**src/rtl/spi_reg_responder_if.sv**
```systemverilog
// spi_reg_responder_if
//   Bundles the serial frame signals and the debug read port of the SPI
//   register responder.
//   Ports / signals:
//     cs        - chip select, active low, frames a transfer
//     mosi      - serial data from the initiator, MSB first
//     miso      - serial data back to the initiator, MSB first
//     done      - one-cycle pulse at the end of a complete frame
//     wr_strobe - one-cycle pulse when a register has been written
//     dbg_addr  - debug read address
//     dbg_data  - combinational contents of the addressed register
//   Modports: master = initiator / bench side, slave = responder side.
interface spi_reg_responder_if #(
  parameter int DATA_W = 8
);
  logic              cs;
  logic              mosi;
  logic              miso;
  logic              done;
  logic              wr_strobe;
  logic [3:0]        dbg_addr;
  logic [DATA_W-1:0] dbg_data;

  modport master (
    output cs, mosi, dbg_addr,
    input  miso, done, wr_strobe, dbg_data
  );

  modport slave (
    input  cs, mosi, dbg_addr,
    output miso, done, wr_strobe, dbg_data
  );
endinterface

```
**src/rtl/spi_reg_responder.sv**
```systemverilog
// spi_reg_responder
//   Far end of the processor's SPI initiator, clocked by the system clock.
//   A frame is an 8-bit command (bit7 = write, bits 6:3 = address) followed
//   by a DATA_W-bit data phase. Writes land in a small register file; reads
//   shift the addressed register back on miso. cs high mid-frame aborts.
//   Ports:
//     clk - system clock, rising edge
//     rst - asynchronous active-high reset (clears the register file too)
//     bus - spi_reg_responder_if.slave (cs, mosi, miso, done, wr_strobe,
//           dbg_addr, dbg_data)
module spi_reg_responder #(
  parameter int nRegisters = 16,
  parameter int DATA_W     = 8
) (
  input  logic                 clk,
  input  logic                 rst,
  spi_reg_responder_if.slave   bus
);

  localparam int CW = (DATA_W > 8) ? $clog2(DATA_W) : 3;

  typedef enum logic [2:0] {
    IDLE,
    CMD,
    WR_DATA,
    RD_DATA,
    HOLD
  } state_t;

  state_t            state, state_next;
  logic [CW-1:0]     cnt, cnt_next;
  logic [6:0]        cmd_sr, cmd_next;
  logic [3:0]        addr, addr_next;
  logic [DATA_W-1:0] shreg, sr_next;
  logic              miso_next, done_next, wr_next;
  logic              reg_we;
  logic [DATA_W-1:0] cmd_rd_word;

  logic [DATA_W-1:0] regs [nRegisters];

  // Register-file read for the address still sitting in the command shift
  // register; used on the last command edge to preload the read data.
  always_comb begin
    cmd_rd_word = '0;
    if ({1'b0, cmd_sr[5:2]} < 5'(nRegisters))
      cmd_rd_word = regs[cmd_sr[5:2]];
  end

  // Debug port: out-of-range addresses read as zero.
  always_comb begin
    bus.dbg_data = '0;
    if ({1'b0, bus.dbg_addr} < 5'(nRegisters))
      bus.dbg_data = regs[bus.dbg_addr];
  end

  // Next-state and next-output logic. miso defaults to 0 so it is only ever
  // driven with data while the read phase is active; cs high in any active
  // phase returns to IDLE without touching the register file.
  always_comb begin
    state_next = state;
    cnt_next   = cnt;
    cmd_next   = cmd_sr;
    addr_next  = addr;
    sr_next    = shreg;
    miso_next  = 1'b0;
    done_next  = 1'b0;
    wr_next    = 1'b0;
    reg_we     = 1'b0;
    case (state)
      IDLE: begin
        if (!bus.cs) begin
          cmd_next   = {6'b0, bus.mosi};
          cnt_next   = CW'(1);
          state_next = CMD;
        end
      end
      CMD: begin
        if (bus.cs) begin
          state_next = IDLE;
          cnt_next   = '0;
        end else begin
          cmd_next = {cmd_sr[5:0], bus.mosi};
          cnt_next = cnt + CW'(1);
          if (cnt == CW'(7)) begin
            // cmd_sr holds command bits 7..1 here; bit0 is don't-care.
            addr_next = cmd_sr[5:2];
            cnt_next  = '0;
            if (cmd_sr[6]) begin
              state_next = WR_DATA;
            end else begin
              state_next = RD_DATA;
              sr_next    = cmd_rd_word;
              miso_next  = cmd_rd_word[DATA_W-1];
            end
          end
        end
      end
      WR_DATA: begin
        if (bus.cs) begin
          state_next = IDLE;
          cnt_next   = '0;
        end else begin
          sr_next  = {shreg[DATA_W-2:0], bus.mosi};
          cnt_next = cnt + CW'(1);
          if (cnt == CW'(DATA_W-1)) begin
            reg_we     = ({1'b0, addr} < 5'(nRegisters));
            wr_next    = 1'b1;
            done_next  = 1'b1;
            cnt_next   = '0;
            state_next = HOLD;
          end
        end
      end
      RD_DATA: begin
        if (bus.cs) begin
          state_next = IDLE;
          cnt_next   = '0;
        end else if (cnt == CW'(DATA_W-1)) begin
          done_next  = 1'b1;
          cnt_next   = '0;
          state_next = HOLD;
        end else begin
          // miso already shows shreg MSB; present the next bit down.
          sr_next   = {shreg[DATA_W-2:0], 1'b0};
          miso_next = shreg[DATA_W-2];
          cnt_next  = cnt + CW'(1);
        end
      end
      HOLD: begin
        if (bus.cs)
          state_next = IDLE;
      end
      default: begin
        state_next = IDLE;
        cnt_next   = '0;
      end
    endcase
  end

  // State, counters, shift registers and the registered outputs.
  always_ff @(posedge clk or posedge rst) begin
    if (rst) begin
      state         <= IDLE;
      cnt           <= '0;
      cmd_sr        <= '0;
      addr          <= '0;
      shreg         <= '0;
      bus.miso      <= 1'b0;
      bus.done      <= 1'b0;
      bus.wr_strobe <= 1'b0;
    end else begin
      state         <= state_next;
      cnt           <= cnt_next;
      cmd_sr        <= cmd_next;
      addr          <= addr_next;
      shreg         <= sr_next;
      bus.miso      <= miso_next;
      bus.done      <= done_next;
      bus.wr_strobe <= wr_next;
    end
  end

  // Register file; written on the edge that samples the last data bit.
  always_ff @(posedge clk or posedge rst) begin
    if (rst) begin
      for (int i = 0; i < nRegisters; i++)
        regs[i] <= '0;
    end else if (reg_we) begin
      regs[addr] <= sr_next;
    end
  end

endmodule

```
**src/flat_wrapper.sv**
```systemverilog
// flat-port wrapper written by rule: the top's interface ports become plain ports
module spi_reg_responder_flat 
#(
  parameter int nRegisters = 16,
  parameter int DATA_W     = 8
)
  (clk, rst, bus_cs, bus_mosi, bus_dbg_addr, bus_miso, bus_done, bus_wr_strobe, bus_dbg_data);
  spi_reg_responder_if #(.DATA_W(DATA_W)) bus_i ();
  input  logic clk;
  input  logic rst;
  input wire logic [$bits(bus_i.cs)-1:0] bus_cs;
  input wire logic [$bits(bus_i.mosi)-1:0] bus_mosi;
  input wire logic [$bits(bus_i.dbg_addr)-1:0] bus_dbg_addr;
  output wire logic [$bits(bus_i.miso)-1:0] bus_miso;
  output wire logic [$bits(bus_i.done)-1:0] bus_done;
  output wire logic [$bits(bus_i.wr_strobe)-1:0] bus_wr_strobe;
  output wire logic [$bits(bus_i.dbg_data)-1:0] bus_dbg_data;
  assign bus_i.cs = bus_cs;
  assign bus_i.mosi = bus_mosi;
  assign bus_i.dbg_addr = bus_dbg_addr;
  assign bus_miso = bus_i.miso;
  assign bus_done = bus_i.done;
  assign bus_wr_strobe = bus_i.wr_strobe;
  assign bus_dbg_data = bus_i.dbg_data;
  spi_reg_responder #(.nRegisters(nRegisters), .DATA_W(DATA_W)) u_core (.clk(clk), .rst(rst), .bus(bus_i));
endmodule
```
**config.mk**
```make
export PLATFORM = sky130hd
export DESIGN_NAME = spi_reg_responder_flat
export DESIGN_NICKNAME = d
export VERILOG_FILES = /design/src/rtl/spi_reg_responder_if.sv /design/src/rtl/spi_reg_responder.sv /design/src/flat_wrapper.sv
export SDC_FILE = /design/constraint.sdc
export NUM_CORES = 1
export LEC_CHECK = 0
export ABC_AREA = 0
export BUFFER_PORTS_ARGS = -buffer_cell sky130_fd_sc_hd__buf_2
export CORE_ASPECT_RATIO = 0.8
export CORE_UTILIZATION = 50
export DETAILED_ROUTE_END_ITERATION = 6
export PLACE_DENSITY = 0.69
export SLEW_MARGIN = 30
export SYNTH_ARGS = -nofsm -noshare
export SYNTH_HDL_FRONTEND = slang
export SYNTH_SLANG_ARGS = --single-unit
```
**constraint.sdc**
```tcl
create_clock -name clk -period 5.01 [get_ports clk]
set_input_delay 1.002 -clock clk [delete_from_list [all_inputs] [get_ports clk]]
set_output_delay 1.002 -clock clk [all_outputs]
set_load 0.01 [all_outputs]
```
==> results of run 1 <==
critical path, delay by kind of cell:
| family | cells | cell delay (ps) |
|---|---|---|
| mux | 2 | 1000 |
| buf+inv | 3 | 800 |
state kept, by name (all words and copies together) (netlist names):
signal and count:
u_core.bus.done 1, u_core.bus.wr_strobe 1, u_core.cmd_sr 7, u_core.addr 4, u_core.bus.miso 1, u_core.regs 128, u_core.cnt 3, u_core.state 3
u_core.shreg 7
report_power, final:
group / internal [µW] / switching, µW
sequential: 1270 / 30.3
combinational: 54.0 / 94.6
clock: 919 / 497
total: 2240 / 622
final timing paths:
check / start / to / slack, ps / cells past startpoint
max: bus_dbg_addr[0] / bus_dbg_data[7] / 1170 / 5
min: u_core.cmd_sr[1] / u_core.cmd_sr[1] / 470 / 2
max reg2reg: u_core.cnt[1] / u_core.regs[60] / 1730 / 6
min reg2reg: u_core.cmd_sr[1] / u_core.cmd_sr[1] / 470 / 2
max in group asynchronous: rst / u_core.regs[99] / 3290 / 3
min in group asynchronous: rst / u_core.regs[73] / 620 / 2
metal layers:
metal | track usage (%) | vias to the layer above | part of all wire [%]
met5 | 0 | - | 0
met4 | 10.6 | 0 | 2.0
met3 | 8.12 | 39 | 9.7
met2 | 42.6 | 314 | 46
met1 | 40.5 | 3085 | 42
li1 | - | 2673 | -
cells in the final DEF (no fill, tap or decap), types with 7 or more instances in the layout:
cell type / instances
mux4_2: 53
nand2_1: 165
mux4_1: 9
nand3_1: 8
nor2b_1: 8
nand4_1: 7
nor3_1: 7
o21ai_0: 142
buf_2: 18
dfrtp_1: 154
mux2_2: 22
or4_1: 8
nor2_1: 31
clkbuf_16: 17
cells by family after synthesis:
family	share of synthesized area [%]
buffers and inverters	3.49
adder cells (fa/ha/maj)	0.312
multiplexers	21.3
AO/OA/AOI/OAI	12.0
AND/OR/NAND/NOR	14.7
flip-flops	48.3
through the flow:
stage          std cells  worst slack, ps  power [µW]  cell area [µm²]  hold slack, ps
2_1_floorplan        740             1460        1430             8030             438
3_3_place_gp         924             1160        1460             8200             454
3_5_place_dp         924             1150        1470             8200             456
4_1_cts              955             1140        2870             8840             470
5_1_grt              955             1050        2950             8850             497
6_report             955             1170        2860             8850             470
synthesized netlist by cell type (3+ instances only):
cell type	instances
nand2_1	165
dfrtp_1	155
o21ai_0	142
mux4_2	53
clkbuf_1	38
nor2_1	31
mux2_2	22
buf_2	9
mux4_1	9
nand3_1	8
nor2b_1	8
or4_1	8
a21oi_1	7
nand4_1	7
nor3_1	7
nand2b_1	6
o22ai_1	6
nand4b_1	5
inv_1	4
buf_1	3
mux2i_1	3
o2111ai_1	3
or3_1	3
area by class of cell:
| class | instances | area share, % |
|---|---|---|
| clock inverter | 8 | 1.87 |
| timing repair buffer | 24 | 1.81 |
| inverter | 4 | 0.212 |
| clock buffer | 23 | 5.40 |
| tap | 215 | 3.04 |
| sequential | 155 | 43.8 |
| multi-input combinational | 526 | 43.9 |
==> metrics.md, run 1 <==
| Metric | Value |
|---|---|
| Status | finished, final reports clean |
| Nets | 738 |
| Synth top area share | 48.3% |
| Pre-antenna DRT Iters | 5 |
| Total global routing overflow | 0 |
| TNS Setup | 0 ps |
| Clk buf depth | 2 |
| Area leader, netlist | dfrtp_1 |
| ANT cells | 0 |
| Starting DRT DRC Count | 712 |
| Rows | 41 |
| Final antenna-violating net count | 0 |
| Hold Fails Final Rpt | 0 |
| Boundary Pins | 19 |
| Static Leak | 0.00374 µW |
| Asr flop ratio synth | 100% |
| Critical Path Start Type | input port |
| Critical path's slowest cell | mux4_2 |
| Worst Hold Class | reg -> reg |
| Vias | 6,111 |
| Total area of sequential cells | 3880 µm² |
| Fin crit share | 76.6% |
| Req. time, crit path | 4010 ps |
| Mapped Avg Cell Area | 10.9 µm² |
| Cell Area, Synth | 8030 µm² |
| CTS buffer count | 17 |
| # DRC | 0 |
| Vias in the first global route | 6,022 |
| Pins Over Slew Limit | 0 |
| Clk Tree Root Cell | clkbuf_16 |
| Full die area | 16,600 µm² |
| Synth area leaders | dfrtp_1 48%, mux4_2 15%, o21ai_0 8.9%, nand2_1 7.7%, mux2_2 3.1% |
| Filler Cell Count | 1,302 |
| IO buf count | 18 |
| Critical Path End Type | output port |
| H-tree Lvls | 4 |
| Gate count of the mapped netlist | 740 |
| Cells along the critical path | buf_2 -> buf_12 -> mux4_2 -> mux4_2 -> buf_2 |
| Period minus WS final | 3840 ps |
| Vias per cell | 6.40 |
| Worst-Skew Late Latency | 430 ps |
| Post-cts sizing count | 0 |
| Commonest register cell after synthesis | dfrtp_1 |
| Crit Path Max Fanout | 20 |
| Post-synth EDFFs | 0 |
| Overall Global Routing Usage | 28.7% |
| Least-Margin Pin Slew | 1020 ps |
| Initial antenna violation count | 0 |
| Mapped Nets | 750 |
| Pwr dens | 323 nW/µm² |
| Hold-fix buffers, CTS | 0 |
| CTS clock-pin slew for the worst setup and hold paths | 60 ps |
| Area growth, synth to finish | 10.3% |
| Highest Clock Rate | 0.261 GHz |
| Final setup fails | 0 |
| Initial Utilization | 51.0% |
| Largest net degree at the start of global routing | 132 |
| TritonCTS clock tree | built |
| RSZ-0062 raised after global routing | false |
| VDD IR-drop max | 307 µV |
| Share of layout cells above drive strength 1 | 18.5% |
| Core area | 15,700 µm² |
| Clock Skews | 7.44 ps |
| Core Util, Final | 56.2% |
| Postcts setup bufs | 0 |
| First-pass GRT wire length | 34,400 µm |
| Routed WL | 21,500 µm |
| RePlAce Congestion | 0.896 |
| Die H | 115 µm |
| Worst relative slew slack | 31.5% |
| Max-cap check violation count | 0 |
| Die W | 144 µm |
| Arrival @ worst endpoint | 2830 ps |
| WS Path Type | in -> out |
| DR WL/cell | 22.5 µm |
| Seq/Total Area, Yosys | 48.3% |
| Multi-input gate area | 3880 µm² |
| Clock Sinks | 155 |
| Largest stage delay, worst path | 530 ps |
| Yosys cell types | 52 |
| Hpwl dp | 13,700 µm |
| Register bit total from synthesis | 155 |
| Yosys warnings | 0 |
(Power assumes the default switching activity.)
==> inputs of run 2 (changes only) <==
- PLACE_DENSITY: 0.69 -> 0.66
- clock period: 5.01 -> 3.9 ns (I/O delays scaled with it)
==> run 2 against run 1 <==
Net effect: routed wire length grew 1.8%; via count shrank 1.3%; clock power grew 19%; worst setup slack lost 420 ps; critical path depth is the same; sequential share of layout area shrank 0.22 points; sequential power grew 28%; power grew 24%; largest power group unchanged; worst hold slack gained 8.6 ps; non-clock buffer count grew 13.
==> metrics.md, run 2 (synthesis results as in run 1) <==
| Metric | Value |
|---|---|
| Period minus WS final | 3140 ps |
| WS Path Type | in -> out |
| Full die area | 16,600 µm² (unchanged) |
| Core area | 15,700 µm² (unchanged) |
| Starting DRT DRC Count | 547 (-23%) |
| Total global routing overflow | 0 (unchanged) |
| Min-delay src | u_core.cmd_sr[0] |
| Routed WL | 21,900 µm (+1.8%) |
| Nets | 751 (+1.8%) |
| Most frequent cells in the layout | 165 x nand2_1, 154 x dfrtp_1, 142 x o21ai_0, 53 x mux4_2, 31 x nor2_1 |
| Arrival @ worst endpoint | 2360 ps (-470 ps) |
| IO buf count | 18 (unchanged) |
| DR WL/cell | 22.6 µm (+0.30%) |
| Clock Skews | 8.13 ps (+0.694 ps) |
| Largest net degree at the start of global routing | 78 (-41%) |
| Clk Tree Root Cell | clkbuf_16 |
| Area growth, synth to finish | 10.8% |
| Initial antenna violation count | 0 (unchanged) |
| Boundary Pins | 19 (unchanged) |
| DP Area | 8300 µm² (+1.2%) |
| Vias | 6,029 (-1.3%) |
| Post-route cell area | 8900 µm² (+0.51%) |
| Biggest registers after layout | u_core.regs x128, u_core.cmd_sr x7, u_core.shreg x7 |
| RSZ-0062 raised after global routing | false |
| Status | finished, final reports clean |
| Worst-Skew Late Latency | 430 ps (about the same) |
| R2R depth | 7 (+1) |
| Highest Clock Rate | 0.318 GHz |
| Rows | 41 (unchanged) |
| Overall Global Routing Usage | 29.0% (+0.26 points) |
| H-tree Lvls | 4 (unchanged) |
| First-pass GRT wire length | 34,400 µm (-0.18%) |
| Pwr dens | 399 nW/µm² (+23%) |
| Least-Margin Pin Slew | 915 ps (-110 ps) |
| Crit path max-delay family | multiplexers |
| Die H | 115 µm (unchanged) |
| Pre-antenna DRT Iters | 5 (unchanged) |
| Final setup fails | 0 (unchanged) |
| Core Util, Final | 56.5% (+0.29 points) |
| Reg2Reg Setup Slack | 950 ps (-780 ps) |
| ANT cells | 0 (unchanged) |
| Critical Path End Type | output port |
| Initial Utilization | 51.0% (unchanged) |
| Hold Fails Final Rpt | 0 (unchanged) |
| Clock Sinks | 155 (unchanged) |
| TNS Setup | 0 ps (unchanged) |
| Postcts setup bufs | 0 (unchanged) |
| Hold depth | 2 (unchanged) |
| Critical path's slowest cell | mux4_2 |
| Commonest non-fill, non-tap cell in the layout | nand2_1 |
| RR Startpoint | u_core.cnt[0] |
| CTS buffer count | 17 (unchanged) |
| Static Leak | 0.00377 µW (+0.82%) |
| Vias per cell | 6.22 (-2.8%) |
| Max-cap check violation count | 0 (unchanged) |
| Max FFs per register | 128 (unchanged) |
| Worst Hold Class | reg -> reg |
| Clk buf depth | 2 (unchanged) |
| Pins Over Slew Limit | 0 (unchanged) |
| Share of layout cells above drive strength 1 | 19.8% (+1.2 points) |
| Final setup margin | 757 ps (-417 ps) |
| Critical Path Start Type | input port |
| Critical path buffer and inverter count | 3 (unchanged) |
| Vias in the first global route | 5,924 (-1.6%) |
| Worst relative slew slack | 38.9% (+7.4 points) |
| VDD IR-drop max | 278 µV (-9.4%) |
| RePlAce Congestion | 0.866 (-3.3%) |
| Post-cts sizing count | 0 (unchanged) |
| Hold path endpoint | u_core.cmd_sr[0] |
| Hpwl dp | 14,200 µm (+3.6%) |
| # DRC | 0 (unchanged) |
| TritonCTS clock tree | built |
| Cells along the critical path | buf_2 -> buf_12 -> mux4_2 -> mux4_2 -> buf_2 |
| Final antenna-violating net count | 0 (unchanged) |
| CTS clock-pin slew for the worst setup and hold paths | 60 ps (about the same) |
| Worst slack, placed | 741 ps (-405 ps) |
| Hold-fix buffers, CTS | 0 (unchanged) |
| Reg with most FFs | u_core.regs |
| Worst r2r dst | u_core.regs[78] |
| Die W | 144 µm (unchanged) |
| Req. time, crit path | 3120 ps (-890 ps) |
| Post-Layout Cell Count | 969 (+1.5%) |
| Dpl cells | 937 (+1.4%) |
| Fin crit share | 80.6% |
| Crit Path Max Fanout | 32 (+60%) |
| Largest stage delay, worst path | 540 ps (about the same) |
run 2: cell types whose count changed in the layout (fill, tap and decap cells not counted):
cell	before	now
a211oi_2	0	1
a211oi_4	1	0
buf_4	4	17
bufinv_16	5	3
clkbuf_1	3	5
clkinvlp_4	1	2
run 2: layer usage:
layer / part of all wire, % / track usage, % / wire length (µm) / up-vias
li1: - / - / - / 2705
met1: 43 / 40.0 / 9390 / 3046
met2: 48 / 44.6 / 10500 / 240
met3: 7.7 / 7.54 / 1680 / 38
met4: 1.7 / 10.6 / 377 / 0
met5: 0 / 0 / 0 / -
run 2: metrics by stage:
step | hold slack, ps | total power [µW]
global route | 498 | 3660
floorplan | 438 | 1830
global placement | 455 | 1880
detailed placement | 465 | 1890
CTS | 482 | 3570
finish | 479 | 3550
run 2: worst min-delay path, cell delays in order (launching register included):
cell     delay (ps)
dfrtp_1         340
nand2_1          50
nand2_1          60
run 2: area by class of cell:
type	instances	area, µm²
Inverter	4	18.8
Clock buffer	25	485
Sequential cell	155	3880
Tap cell	215	269
Multi-Input combinational cell	526	3870
Clock inverter	7	113
Timing Repair Buffer	37	258
Fill cell	1326	6850
run 2: power breakdown:
group	total (µW)	switching (µW)	leakage [µW]	internal, µW
Combinational	196	126	0.00133	70.2
Sequential	1660	30.6	0.00215	1630
Clock	1690	639	0.000291	1050
run 2: worst max-delay path by stage:
stage	startpoint	to	slack, ps	cells past startpoint
2_1_floorplan	bus_dbg_addr[0]	bus_dbg_data[0]	800	4
3_3_place_gp	bus_dbg_addr[0]	bus_dbg_data[0]	780	5
3_5_place_dp	bus_dbg_addr[0]	bus_dbg_data[6]	740	5
4_1_cts	bus_dbg_addr[0]	bus_dbg_data[6]	740	5
5_1_grt	u_core.cnt[0]	u_core.regs[92]	680	6
6_report	bus_dbg_addr[0]	bus_dbg_data[0]	760	5
